## config.mk

```make
export PLATFORM = sky130hd
export DESIGN_NAME = antares_bus_arbiter_2_1
export DESIGN_NICKNAME = d
export VERILOG_FILES = /design/src/rtl/antares_bus_pkg.sv /design/src/rtl/antares_mux_2_1.sv /design/src/rtl/antares_bus_arbiter_2_1.sv
export SDC_FILE = /design/constraint.sdc
export NUM_CORES = 1
export LEC_CHECK = 0
export BUFFER_PORTS_ARGS = -buffer_cell sky130_fd_sc_hd__buf_4
export CAP_MARGIN = 25
export CORE_AREA = 2 2 123 125
export CTS_BUF_LIST = sky130_fd_sc_hd__clkbuf_4 sky130_fd_sc_hd__clkbuf_8
export DETAILED_ROUTE_END_ITERATION = 10
export DIE_AREA = 0 0 125 127
export GPL_ROUTABILITY_DRIVEN = 0
export PLACE_DENSITY_LB_ADDON = 0.25
export SETUP_SLACK_MARGIN = 0.5
export SLEW_MARGIN = 20
export SYNTH_ARGS = -nofsm -noshare
export SYNTH_HDL_FRONTEND = slang
export SYNTH_HIERARCHICAL = 1
export SYNTH_SLANG_ARGS = --single-unit
export TNS_END_PERCENT = 50
```

## constraint.sdc

```tcl
create_clock -name clk -period 4.1 [get_ports clk]
set_input_delay 0.82 -clock clk [delete_from_list [all_inputs] [get_ports clk]]
set_output_delay 0.82 -clock clk [all_outputs]
set_load 0.02 [all_outputs]
```

## src/rtl/antares_bus_pkg.sv

```systemverilog
// Shared definitions for the antares two-master bus arbiter:
// FSM state type, grant identifiers and default bus geometry.
package antares_bus_pkg;

   // Arbiter sequencing states
   typedef enum logic {
      ST_IDLE = 1'b0,
      ST_BUSY = 1'b1
   } arb_state_t;

   // Grant identifiers; grant doubles as the mux select for master-to-slave fields
   localparam logic GNT_M0 = 1'b0;
   localparam logic GNT_M1 = 1'b1;

   // Default bus geometry
   localparam int DEF_ADDR_W  = 32;
   localparam int DEF_DATA_W  = 32;
   localparam int DEF_SEL_W   = 4;
   localparam int DEF_TIMEOUT = 255;
   localparam int DEF_TO_W    = 8;

endpackage : antares_bus_pkg

```

## src/rtl/antares_mux_2_1.sv

```systemverilog
// Generic 2:1 multiplexer used to steer one master-to-slave field.
module antares_mux_2_1 #(
   parameter int W = 32
) (
   input  logic         sel,
   input  logic [W-1:0] d0,
   input  logic [W-1:0] d1,
   output logic [W-1:0] y
);

   // Select d1 when sel is high, otherwise d0
   always_comb begin
      y = sel ? d1 : d0;
   end

endmodule : antares_mux_2_1

```

## src/rtl/antares_bus_arbiter_2_1.sv

```systemverilog
// Two-master / one-slave bus arbiter. Instruction fetch (m0) and data
// access (m1) share one slave port. A two-state FSM sequences each
// transaction, contention is resolved round-robin, and a hung slave is
// released by a timeout that reports an error to the owning master.
module antares_bus_arbiter_2_1
   import antares_bus_pkg::*;
#(
   parameter int ADDR_W  = DEF_ADDR_W,
   parameter int DATA_W  = DEF_DATA_W,
   parameter int TIMEOUT = DEF_TIMEOUT,
   parameter int TO_W    = DEF_TO_W
) (
   input  logic              clk,
   input  logic              rst_n,
   // master 0 (instruction fetch)
   input  logic [ADDR_W-1:0] m0_addr,
   input  logic [DATA_W-1:0] m0_wdata,
   input  logic [3:0]        m0_sel,
   input  logic              m0_we,
   input  logic              m0_valid,
   output logic [DATA_W-1:0] m0_rdata,
   output logic              m0_ready,
   output logic              m0_error,
   // master 1 (data access)
   input  logic [ADDR_W-1:0] m1_addr,
   input  logic [DATA_W-1:0] m1_wdata,
   input  logic [3:0]        m1_sel,
   input  logic              m1_we,
   input  logic              m1_valid,
   output logic [DATA_W-1:0] m1_rdata,
   output logic              m1_ready,
   output logic              m1_error,
   // slave port
   output logic [ADDR_W-1:0] s_addr,
   output logic [DATA_W-1:0] s_wdata,
   output logic [3:0]        s_sel,
   output logic              s_we,
   output logic              s_valid,
   input  logic [DATA_W-1:0] s_rdata,
   input  logic              s_ready,
   // current owner
   output logic              grant
);

   localparam logic [TO_W-1:0] TO_LAST = TO_W'(TIMEOUT - 1);

   arb_state_t      state;
   logic            last;
   logic [TO_W-1:0] to_cnt;
   logic            busy;
   logic            to_hit;
   logic            done;
   logic            ack;

   // Decode the current cycle: a transaction ends either on slave
   // completion or when the timeout expires; s_ready takes priority.
   always_comb begin
      busy   = (state == ST_BUSY);
      ack    = busy && s_ready;
      to_hit = busy && !s_ready && (to_cnt == TO_LAST);
      done   = ack || to_hit;
   end

   // Sequencing FSM with round-robin grant and timeout counter
   always_ff @(posedge clk or negedge rst_n) begin
      if (!rst_n) begin
         state  <= ST_IDLE;
         grant  <= GNT_M0;
         last   <= GNT_M0;
         to_cnt <= '0;
      end else begin
         case (state)
            ST_IDLE: begin
               if (m0_valid || m1_valid) begin
                  if (m0_valid && m1_valid) begin
                     grant <= ~last;
                  end else begin
                     grant <= m1_valid ? GNT_M1 : GNT_M0;
                  end
                  to_cnt <= '0;
                  state  <= ST_BUSY;
               end
            end
            ST_BUSY: begin
               if (done) begin
                  last  <= grant;
                  state <= ST_IDLE;
               end else begin
                  to_cnt <= to_cnt + 1'b1;
               end
            end
            default: begin
               state <= ST_IDLE;
            end
         endcase
      end
   end

   // Slave request follows the registered state only
   always_comb begin
      s_valid = busy;
   end

   // Return completion, error and read data to the granted master only
   always_comb begin
      m0_ready = 1'b0;
      m1_ready = 1'b0;
      m0_error = 1'b0;
      m1_error = 1'b0;
      m0_rdata = '0;
      m1_rdata = '0;
      if (grant == GNT_M1) begin
         m1_ready = done;
         m1_error = to_hit;
         if (ack) begin
            m1_rdata = s_rdata;
         end
      end else begin
         m0_ready = done;
         m0_error = to_hit;
         if (ack) begin
            m0_rdata = s_rdata;
         end
      end
   end

   antares_mux_2_1 #(.W(ADDR_W)) u_mux_addr (
      .sel (grant),
      .d0  (m0_addr),
      .d1  (m1_addr),
      .y   (s_addr)
   );

   antares_mux_2_1 #(.W(DATA_W)) u_mux_wdata (
      .sel (grant),
      .d0  (m0_wdata),
      .d1  (m1_wdata),
      .y   (s_wdata)
   );

   antares_mux_2_1 #(.W(4)) u_mux_sel (
      .sel (grant),
      .d0  (m0_sel),
      .d1  (m1_sel),
      .y   (s_sel)
   );

   antares_mux_2_1 #(.W(1)) u_mux_we (
      .sel (grant),
      .d0  (m0_we),
      .d1  (m1_we),
      .y   (s_we)
   );

endmodule : antares_bus_arbiter_2_1

```

After elaboration in Yosys (flattened, before gate mapping)
Index checks and enable logic that the tools add are counted.
{"block": "classes", "bitwise": 2, "addsub": 1, "muxes": 19, "n_reduce_logical": 10, "n_eq_ne": 3}
{"cell": "two-way mux 32 bit", "n": 5}
{"cell": "two-way mux 8 bit", "n": 2}
{"cell": "case mux 8 bit (2 select lines)", "n": 1}
{"cell": "two-way mux 1 bit", "n": 9}
{"cell": "adder 8 x 1 -> 8 bit, second input constant", "n": 1}
{"cell": "equality test 8 bit, second input constant", "n": 1}
{"cell": "AND reduction 2 bit", "n": 3}
{"cell": "logical AND 1 bit", "n": 4}
{"cell": "two-way mux 4 bit", "n": 1}
{"cell": "!= test 2 bit, second input constant", "n": 2}
{"cell": "logical OR 1 bit", "n": 2}
{"cell": "inverter 1 bit", "n": 2}
{"cell": "case mux 1 bit (2 select lines)", "n": 1}
{"cell": "logical NOT 1 bit", "n": 1}
{"block": "word_totals", "out_inout_bits": 139, "in_bits": 175, "elab_cells": 39, "ff_bits": 11}

Logic depth before layout (Yosys ltp)
Gate-level depths: netlist of run 1.
{"block": "depth", "word_depth": 6, "depth_mapped": 6, "depth_no_buf": 6}

By module
The synthesis of run 1 kept the hierarchy.
{"module": "antares_bus_arbiter_2_1", "instances": 1, "area_per_inst_um2": 1098.6, "cells_each": 134, "seq_area_each_um2": 275.3}
{"module": "antares_mux_2_1 (u_mux_addr ...)", "instances": 2, "area_per_inst_um2": 544.3, "cells_each": 36, "seq_area_each_um2": 0.0}
{"module": "antares_mux_2_1 (u_mux_sel)", "instances": 1, "area_per_inst_um2": 45.0, "cells_each": 4, "seq_area_each_um2": 0.0}
{"module": "antares_mux_2_1 (u_mux_we)", "instances": 1, "area_per_inst_um2": 15.0, "cells_each": 1, "seq_area_each_um2": 0.0}

Worst setup path before layout of run 1
OpenSTA, ideal clock, no wires.
{"block": "synth_timing", "path_kind": "input to output", "startpoint": "in s_ready", "endpoint": "out m0_rdata[10]", "required_ps": 3280, "t_arrival_ps": 1758, "path_stages": 5, "setup_slack_ps": 1522, "n_path_buf": 2, "path_cell_list": "buf_2 -> nand2_1 -> nor2_1 -> clkbuf_1 -> and2_1"}
{"block": "synth_via", "elab_chain_cells": 3}
{"element": "start: declaration", "line_no": "antares_bus_arbiter_2_1.sv:40", "rtl": "input logic s_ready,"}
{"element": "logical AND 1 bit", "line_no": "antares_bus_arbiter_2_1.sv:59", "rtl": "ack = busy && s_ready;"}
{"element": "two-way mux 32 bit", "line_no": "antares_bus_arbiter_2_1.sv:121", "rtl": "if (ack) begin"}
{"element": "two-way mux 32 bit", "line_no": "antares_bus_arbiter_2_1.sv:112", "rtl": "if (grant == GNT_M1) begin"}
{"element": "end: declaration", "line_no": "antares_bus_arbiter_2_1.sv:21", "rtl": "output logic [DATA_W-1:0] m0_rdata,"}
No other way between the ends.

Worst setup path after layout of run 1
{"block": "layout_timing", "startpoint": "reg grant", "endpoint": "out m1_rdata[10]"}
{"block": "layout_via", "elab_chain_cells": 1}
{"element": "start: declaration", "line_no": "antares_bus_arbiter_2_1.sv:42", "rtl": "output logic grant"}
{"element": "start signal: assignment", "line_no": "antares_bus_arbiter_2_1.sv:76", "rtl": "grant <= ~last;"}
{"element": "start signal: assignment", "line_no": "antares_bus_arbiter_2_1.sv:78", "rtl": "grant <= m1_valid ? GNT_M1 : GNT_M0;"}
{"element": "two-way mux 32 bit", "line_no": "antares_bus_arbiter_2_1.sv:112"}
{"element": "end: declaration", "line_no": "antares_bus_arbiter_2_1.sv:30", "rtl": "output logic [DATA_W-1:0] m1_rdata,"}
No other way between the ends.

==> flow_summary.yaml, run 1 <==
route:
  dr.pass1.iters: 4
  drt_iter0_drc: 70
  route.detailed.drc: 0
  via_per_inst: 4.014
  ant_nets: 0
  wl_um: 10920
  wl_per_cell_um: 15.65
  vias: 2802
logic_synthesis:
  yosys.area.top_type: "mux2_4"
  synthTopCellsByArea: "mux2_4, and2_1, dfrtp_1"
  synth_fp_nets: 388
  yosysSeqAreaShare_pct: 12.25
  netlist.area_leader.share_pct: 41.43
  synth_warnings: 6
  ys_ff_latch: 11
  netlist_area_um2: 2247
  synthCells: 211
  yosysUniqueCellTypes: 33
  avgSynthCellArea_um2: 10.65
timing:
  whs_ps: 406.0
  hold_viol_final: 0
  rsz0062_at_grt: "no"
  setup_violations: 0
  skew_ps: 1.674
  min_period_over_period_pct: 70.19
  drv_slew: 0
  tns_ps: 0
  worstMarginPinSlew_ps: 689.1
  period_minus_slack_ps: 2878
  max_freq_ghz: 0.3475
  slew_headroom_pct: 54.06
floorplanning:
  start_util_pct: 15.58
  io_pins: 314
  core.rowCount: 44
  die_area_um2: 15880
  die_h_um: 127
  die_x_um: 125
  coreArea_um2: 14420
global_routing:
  globalRouteMet1Util_pct: 14.65
  grt_max_degree: 42
  grt_pass1_vias: 2861
  track_usage_pct: 12.16
  antenna_found_initial: 0
  top_usage_layer: "met2"
  grtUsageMet2_pct: 22.51
  grt.met3_usage_pct: 2.638
  grt_pass1_wl_um: 15730
  overflow: 0
power:
  swShare_pct: 44.14
  fin_total_pwr_w: 0.001557
  p_int_w: 0.0008697
  netSwitchingPower_w: 0.0006873
  p_leak_nw: 2.620
  p_per_area_nw_per_um2: 329.5
  peakVddDrop_mv: 0.1435
  p_clk_share_pct: 7.3
  p_comb_share_pct: 76.9
  seq_power_share_pct: 15.8
clocking:
  htreeDepth: 1
  clk-insertion-delay-late_ps: 240
  cts_resized: 0
  numCtsBuffers: 3
  cts_buffer_depth: 2
  cts_hold_buf: 0
  cts_tree: "done"
  cts.reportedPaths.clkPinSlew_ps: 50
  cts_setup_buffers: 0
  cts-root-buf: "clkbuf_8"
  cts.sinks: 11
setup_path:
  worstRegToRegCells: 6
  crit_path_top_delay_cell: "dfrtp_4"
  worstSetupPathType: "reg -> out"
  slowest_delay_ps: 870
  r2r_slack_ps: 2410
  timing.rr.start: "to_cnt[0]"
  path_buf_inv: 1
  cp-end-kind: "primary output"
  cp_top_family: "flip-flops"
  path_depth: 3
  critPathMaxFanout: 41
  crit_arrival_ps: 2060
  crit_chain: "and3_2 > and2_1 > buf_4"
  crit_path_start_kind: "flop"
  crit_required_ps: 3280
  r2r-end: "to_cnt[1]"
finish:
  final_layout_size_suffix_gt1_share_pct: 77.63
  stdcell_count: 698
  final_common_cell: "buf_4"
  area_growth_pct: 110.3
  layout_common_cells: "buf_4, and2_1, mux2_4"
  final.fill_count: 1519
  antenna_cells: 0
  layout.nets: 692
hold_path:
  hold_class: "in -> async"
placement:
  dp.cells: 694
  port_buffers: 313
  hpwl_um: 9245
run_status:
  outcome: "complete, no violations"
job:
  max_cap_violations: 0
-- power groups by stage --
stage / clock network [W] / registers, W / logic (W)
6_report: 0.000114 / 0.000246 / 0.00120
5_1_grt: 0.000120 / 0.000262 / 0.00126
4_1_cts: 0.000114 / 0.000249 / 0.00121
3_5_place_dp: 0 / 0.000251 / 0.00120
3_3_place_gp: 0 / 0.000249 / 0.00120
2_1_floorplan: 0 / 0.000195 / 0.000815
-- through the flow --
stage               utilization, %  setup slack (ps)  instance area [um2]
floorplan                        -              1522                 2247
global placement             32.43              1474                 4677
detailed placement           32.43              1429                 4677
CTS                          32.76              1175                 4726
global route                 32.76              1061                 4726
finish                       32.76              1222                 4726
-- cell families (layout without fill, tap and decap cells) --
family	Yosys count	in the layout	synth area share [%]
buffers and inverters	20	323	8.853
adders and majority gates	2	2	1.113
AOI/OAI and AO/OA	14	14	5.680
DFF	11	11	12.25
and+or+nand+nor	89	89	24.39
muxes	75	75	47.72
-- how the worst max path moves through the flow --
stage / slack [ps] / start / to
after floorplan: 1520 / s_ready / m0_rdata[10]
after global placement: 1470 / s_ready / m0_rdata[0]
after detailed placement: 1430 / grant / m1_rdata[10]
after CTS: 1170 / grant / m1_rdata[10]
after global routing: 1060 / grant / m1_rdata[21]
final: 1220 / grant / m1_rdata[10]
-- registers in the layout, summed over array words and instances, names as in the netlist --
name / cells
to_cnt: 8
grant: 1
last: 1
s_valid: 1
-- metal layers --
metal | up-vias | wire length (um)
li1 | 1341 | -
met1 | 1287 | 4217
met2 | 163 | 5691
met3 | 11 | 879
met4 | 0 | 136
met5 | - | 0
-- cell type report --
| class | count | area [um2] | share of cell area, % |
|---|---|---|---|
| timing repair buffer | 315 | 2377 | 50.30 |
| sequential | 11 | 279.0 | 5.904 |
| clock buffer | 4 | 48.80 | 1.033 |
| inverter | 4 | 17.52 | 0.3707 |
| multi-input combinational | 180 | 1773 | 37.52 |
| tap | 184 | 230.2 | 4.872 |
-- worst register-to-register path: stages, from the launching register on --
cell and delay (ps):
dfrtp_1 400, inv_1 100, ha_1 150, nand4_1 200, o211ai_4 350, inv_4 80, mux2_4 300
-- synthesized netlist by cell type --
cell / number
a211o_2: 2
mux2_2: 9
mux2i_1: 4
mux2_4: 62
nand4_4: 1
ha_1: 2
or2b_1: 1
or2_2: 1
or3_4: 1
dfrtp_1: 11
nor4_1: 2
buf_12: 6
clkbuf_1: 6
nor2_1: 5
nand3_1: 3
nand2_1: 6
nand4_1: 1
and2_1: 65
and3_2: 1
a32o_1: 1
o21ai_0: 2
buf_6: 3
o2bb2ai_1: 3
o22ai_1: 1
inv_4: 1
inv_1: 3
o31a_1: 1
nor3_1: 1
o211a_1: 2
buf_2: 1
a21oi_1: 1
o211ai_4: 1
nor3b_1: 1
Power figures use the tool's default switching activity.
==> run 2, diff against run 1 <==
- clock period: 4.1 -> 2.8 ns (I/O delays scaled with it)
==> flow_summary.yaml, run 2 (synthesis gave the netlist of run 1 again) <==
timing:
  slew_headroom_pct: 80.33
  worstMarginPinSlew_ps: 293.6
  period_minus_slack_ps: 2223
  min_period_over_period_pct: 79.39
  rsz0062_at_grt: "no"
  setup_violations: 0
  tns_ps: 0
  skew_ps: 3.089
  whs_ps: 144.9
  max_freq_ghz: 0.4499
  drv_slew: 0
  hold_viol_final: 0
floorplanning:
  die_h_um: 127
  coreArea_um2: 14420
  die_x_um: 125
  io_pins: 314
  core.rowCount: 44
  start_util_pct: 15.58
  die_area_um2: 15880
power:
  p_leak_nw: 2.653
  fin_total_pwr_w: 0.002306
  p_per_area_nw_per_um2: 481.2
  peakVddDrop_mv: 0.2945
setup_path:
  crit_arrival_ps: 1660
  slowest_delay_ps: 590
  crit_path_start_kind: "flop"
  critPathMaxFanout: 33
  cp_top_family: "flip-flops"
  cp-end-kind: "primary output"
  crit_path_top_delay_cell: "dfrtp_4"
  path_buf_inv: 2
  crit_chain: "buf_12 > mux2_2 > buf_4"
  worstSetupPathType: "reg -> out"
  crit_required_ps: 2240
finish:
  area_growth_pct: 113.3
  final_util_pct: 33.22
  antenna_cells: 0
  stdcell_count: 705
  layout.nets: 699
  layout_common_cells: "buf_4, and2_1, mux2_4"
  largest_reg_flops: 8
  regMostFlops: "to_cnt"
  final_layout_size_suffix_gt1_share_pct: 78.31
  final_common_cell: "buf_4"
clocking:
  cts-root-buf: "clkbuf_8"
  cts_hold_buf: 0
  cts.reportedPaths.clkPinSlew_ps: 50
  clk-insertion-delay-late_ps: 240
  cts.sinks: 11
  cts_tree: "done"
  numCtsBuffers: 3
  cts_buffer_depth: 2
  htreeDepth: 1
job:
  max_cap_violations: 0
global_routing:
  grt_max_degree: 34
  antenna_found_initial: 0
  track_usage_pct: 12.18
  grt.met3_usage_pct: 2.178
  grt_pass1_wl_um: 15800
  globalRouteMet1Util_pct: 15.63
  overflow: 0
  grtUsageMet2_pct: 22.19
  grt_pass1_vias: 2857
  top_usage_layer: "met2"
route:
  wl_per_cell_um: 15.61
  ant_nets: 0
  vias: 2842
  via_per_inst: 4.031
  dr.pass1.iters: 4
  wl_um: 11000
  route.detailed.drc: 0
  drt_iter0_drc: 56
hold_path:
  hold_class: "in -> async"
run_status:
  outcome: "complete, no violations"
placement:
  hpwl_um: 9248
  port_buffers: 313
  dp.cells: 698
-- run 2: final timing paths --
kind                                 from  slack (ps)  depth (start not counted)          to
min in group clk                     last         510                          1        last
worst min register to register       last         510                          1        last
worst max register to register  to_cnt[0]         970                          8   to_cnt[1]
max in group asynchronous           rst_n        2480                          1       grant
worst max-delay path                grant         580                          3  s_addr[29]
worst min-delay path                rst_n         140                          1   to_cnt[5]
-- run 2: per-layer routing --
metal  vias up  part of all wire [%]  wire length (um)
li1       1359                     -                 -
met4         0                  0.77                85
met1      1314                    40              4350
met2       163                    52              5706
met3         6                   7.8               861
met5         -                     0                 0
-- run 2: what timing repair did --
item | in CTS | in global routing
endpoints found under the setup margin | 67 | 112
cloned | 0 | 0
gates resized for setup | 1 | 4
hold endpoints to repair | 0 | 0
setup buffers | 2 | 1
-- run 2: final cells by class --
| cell class | count | area, um2 |
|---|---|---|
| Sequential cell | 11 | 280.3 |
| Clock buffer | 3 | 41.29 |
| Fill cell | 1512 | 9632 |
| Multi-Input combinational cell | 180 | 1784 |
| Tap cell | 184 | 230.2 |
| Clock inverter | 1 | 5.005 |
| Inverter | 4 | 17.52 |
| Timing Repair Buffer | 322 | 2434 |
-- run 2: power by group --
group | switching [W] | internal (W) | leakage, nW
clock network | 0.0000604 | 0.0000978 | 0.0255
logic | 0.000857 | 0.000980 | 2.49
registers | 0.0000991 | 0.000212 | 0.139
-- run 2: worst register-to-register path: cells and delay by family (launching register included) --
kind	cells	cell delay, ps
buffers and inverters	4	480
DFF	1	390
muxes	1	300
AOI/OAI and AO/OA	1	270
adders and majority gates	1	160
and+or+nand+nor	1	120
-- run 2: metrics by stage --
step | setup WS (ps) | cell area (um2)
after global routing | 487.3 | 4792
after CTS | 439.0 | 4772
after detailed placement | 645.4 | 4707
final | 577.2 | 4792
after global placement | 668.6 | 4707
after floorplan | 611.3 | 2247
==> run 3, diff against run 2 <==
- clock period: 2.8 -> 2.1 ns (I/O delays scaled with it)
==> flow_summary.yaml, run 3 (synthesis gave the netlist of run 1 again) <==
timing:
  setup_violations: 0
  rsz0062_at_grt: "yes"
  period_minus_slack_ps: 1986
  whs_ps: 5.882
  worst_slack_ps: 114.3
  tns_ps: 0
  slew_headroom_pct: 80.64
  min_period_over_period_pct: 94.56
  drv_slew: 0
  max_freq_ghz: 0.5036
  skew_ps: 4.865
  worstMarginPinSlew_ps: 289.0
  hold_viol_final: 0
setup_path:
  timing.rr.start: "to_cnt[0]"
  crit_path_top_delay_cell: "dfrtp_1"
  crit_required_ps: 1680
  r2r_slack_ps: 330
  worstSetupPathType: "reg -> out"
  crit_arrival_ps: 1570
  r2r-end: "to_cnt[1]"
  crit_chain: "inv_2 > ha_1 > nand4_1 > or2_4 > nor3b_4 > buf_6"
  cp-end-kind: "primary output"
  critPathMaxFanout: 3
  slowest_delay_ps: 390
  crit_path_start_kind: "flop"
  worstRegToRegCells: 8
route:
  drt_iter0_drc: 69
  wl_um: 14250
  ant_nets: 0
  vias: 2976
  wl_per_cell_um: 19.47
  via_per_inst: 4.066
  route.detailed.drc: 0
  dr.pass1.iters: 4
finish:
  stdcell_count: 732
  area_growth_pct: 147.4
  layout.nets: 725
  largest_reg_flops: 8
  layout_common_cells: "buf_4, mux2_4, buf_6"
  final_common_cell: "buf_4"
  final_layout_size_suffix_gt1_share_pct: 89.21
  regMostFlops: "to_cnt"
clocking:
  cts_buffer_depth: 2
  cts_tree: "done"
  cts_hold_buf: 0
  cts.sinks: 11
  clk-insertion-delay-late_ps: 240
  numCtsBuffers: 3
  cts.reportedPaths.clkPinSlew_ps: 50
  htreeDepth: 1
  cts-root-buf: "clkbuf_8"
placement:
  dp.cells: 696
  port_buffers: 313
  hpwl_um: 10820
  pre_cts_ws_ps: 232.5
hold_path:
  hold_class: "in -> async"
power:
  peakVddDrop_mv: 0.3383
  p_per_area_nw_per_um2: 666.8
  p_leak_nw: 2.989
floorplanning:
  io_pins: 314
  die_h_um: 127
  die_x_um: 125
  die_area_um2: 15880
  coreArea_um2: 14420
  start_util_pct: 15.58
  core.rowCount: 44
job:
  max_cap_violations: 0
global_routing:
  grt_pass1_vias: 3023
  grt_pass1_wl_um: 19080
  overflow: 0
  grt_max_degree: 27
  track_usage_pct: 15.49
  antenna_found_initial: 0
run_status:
  outcome: "complete, no violations"
## run 3: worst max path at each step
stage	start	end	slack, ps	cells past startpoint
finish	to_cnt[0]	m1_error	110	6
global route	to_cnt[0]	m0_ready	70	6
CTS	grant	s_addr[8]	100	4
detailed placement	to_cnt[0]	m1_error	230	6
global placement	to_cnt[0]	m1_error	250	6
floorplan	to_cnt[0]	m1_error	350	5
## run 3: repair_timing
action	in CTS	in global routing
endpoints found under the setup margin	139	142
gates resized for setup	12	77
pin swaps	7	32
cloned	5	7
setup buffers	17	2
## run 3: area by class of cell
type / instances / area, um2
Clock inverter: 1 / 5.005
Multi-Input combinational cell: 183 / 1967
Sequential cell: 11 / 282.8
Fill cell: 1449 / 8865
Timing Repair Buffer: 345 / 3013
Inverter: 4 / 17.52
Tap cell: 184 / 230.2
Antenna cell: 1 / 2.502
Clock buffer: 3 / 41.29
## run 3: where the power goes
group	internal [W]	leakage [nW]	total [W]	switching (W)
sequential	0.000287	0.136	0.000391	0.000104
clock	0.000131	0.0255	0.000216	0.0000856
combinational	0.00174	2.83	0.00310	0.00136
total	0.00216	2.99	0.00371	0.00155
## run 3: per-layer routing
layer  up-vias  GRT usage (%)  part of all wire (%)
li1       1421              -                     -
met5         -              0                     0
met3        14          2.806                   5.2
met2       125          29.64                    54
met4         0          2.026                   1.3
met1      1416          18.47                    39
## run 3: through the flow
step	power, W	cell area (um2)	util, %
final	0.003707	5559	38.54
after global placement	0.002938	4845	33.59
after global routing	0.003885	5557	38.52
after floorplan	0.002035	2387	-
after detailed placement	0.002952	4845	33.59
after CTS	0.003385	5135	35.60
## run 3: worst max-delay path, delay by kind of cell, from the launching register on
family        cells  cell delay [ps]
simple gates      3              590
flops             1              390
buf+inv           2              220
fa+ha+maj         1              130
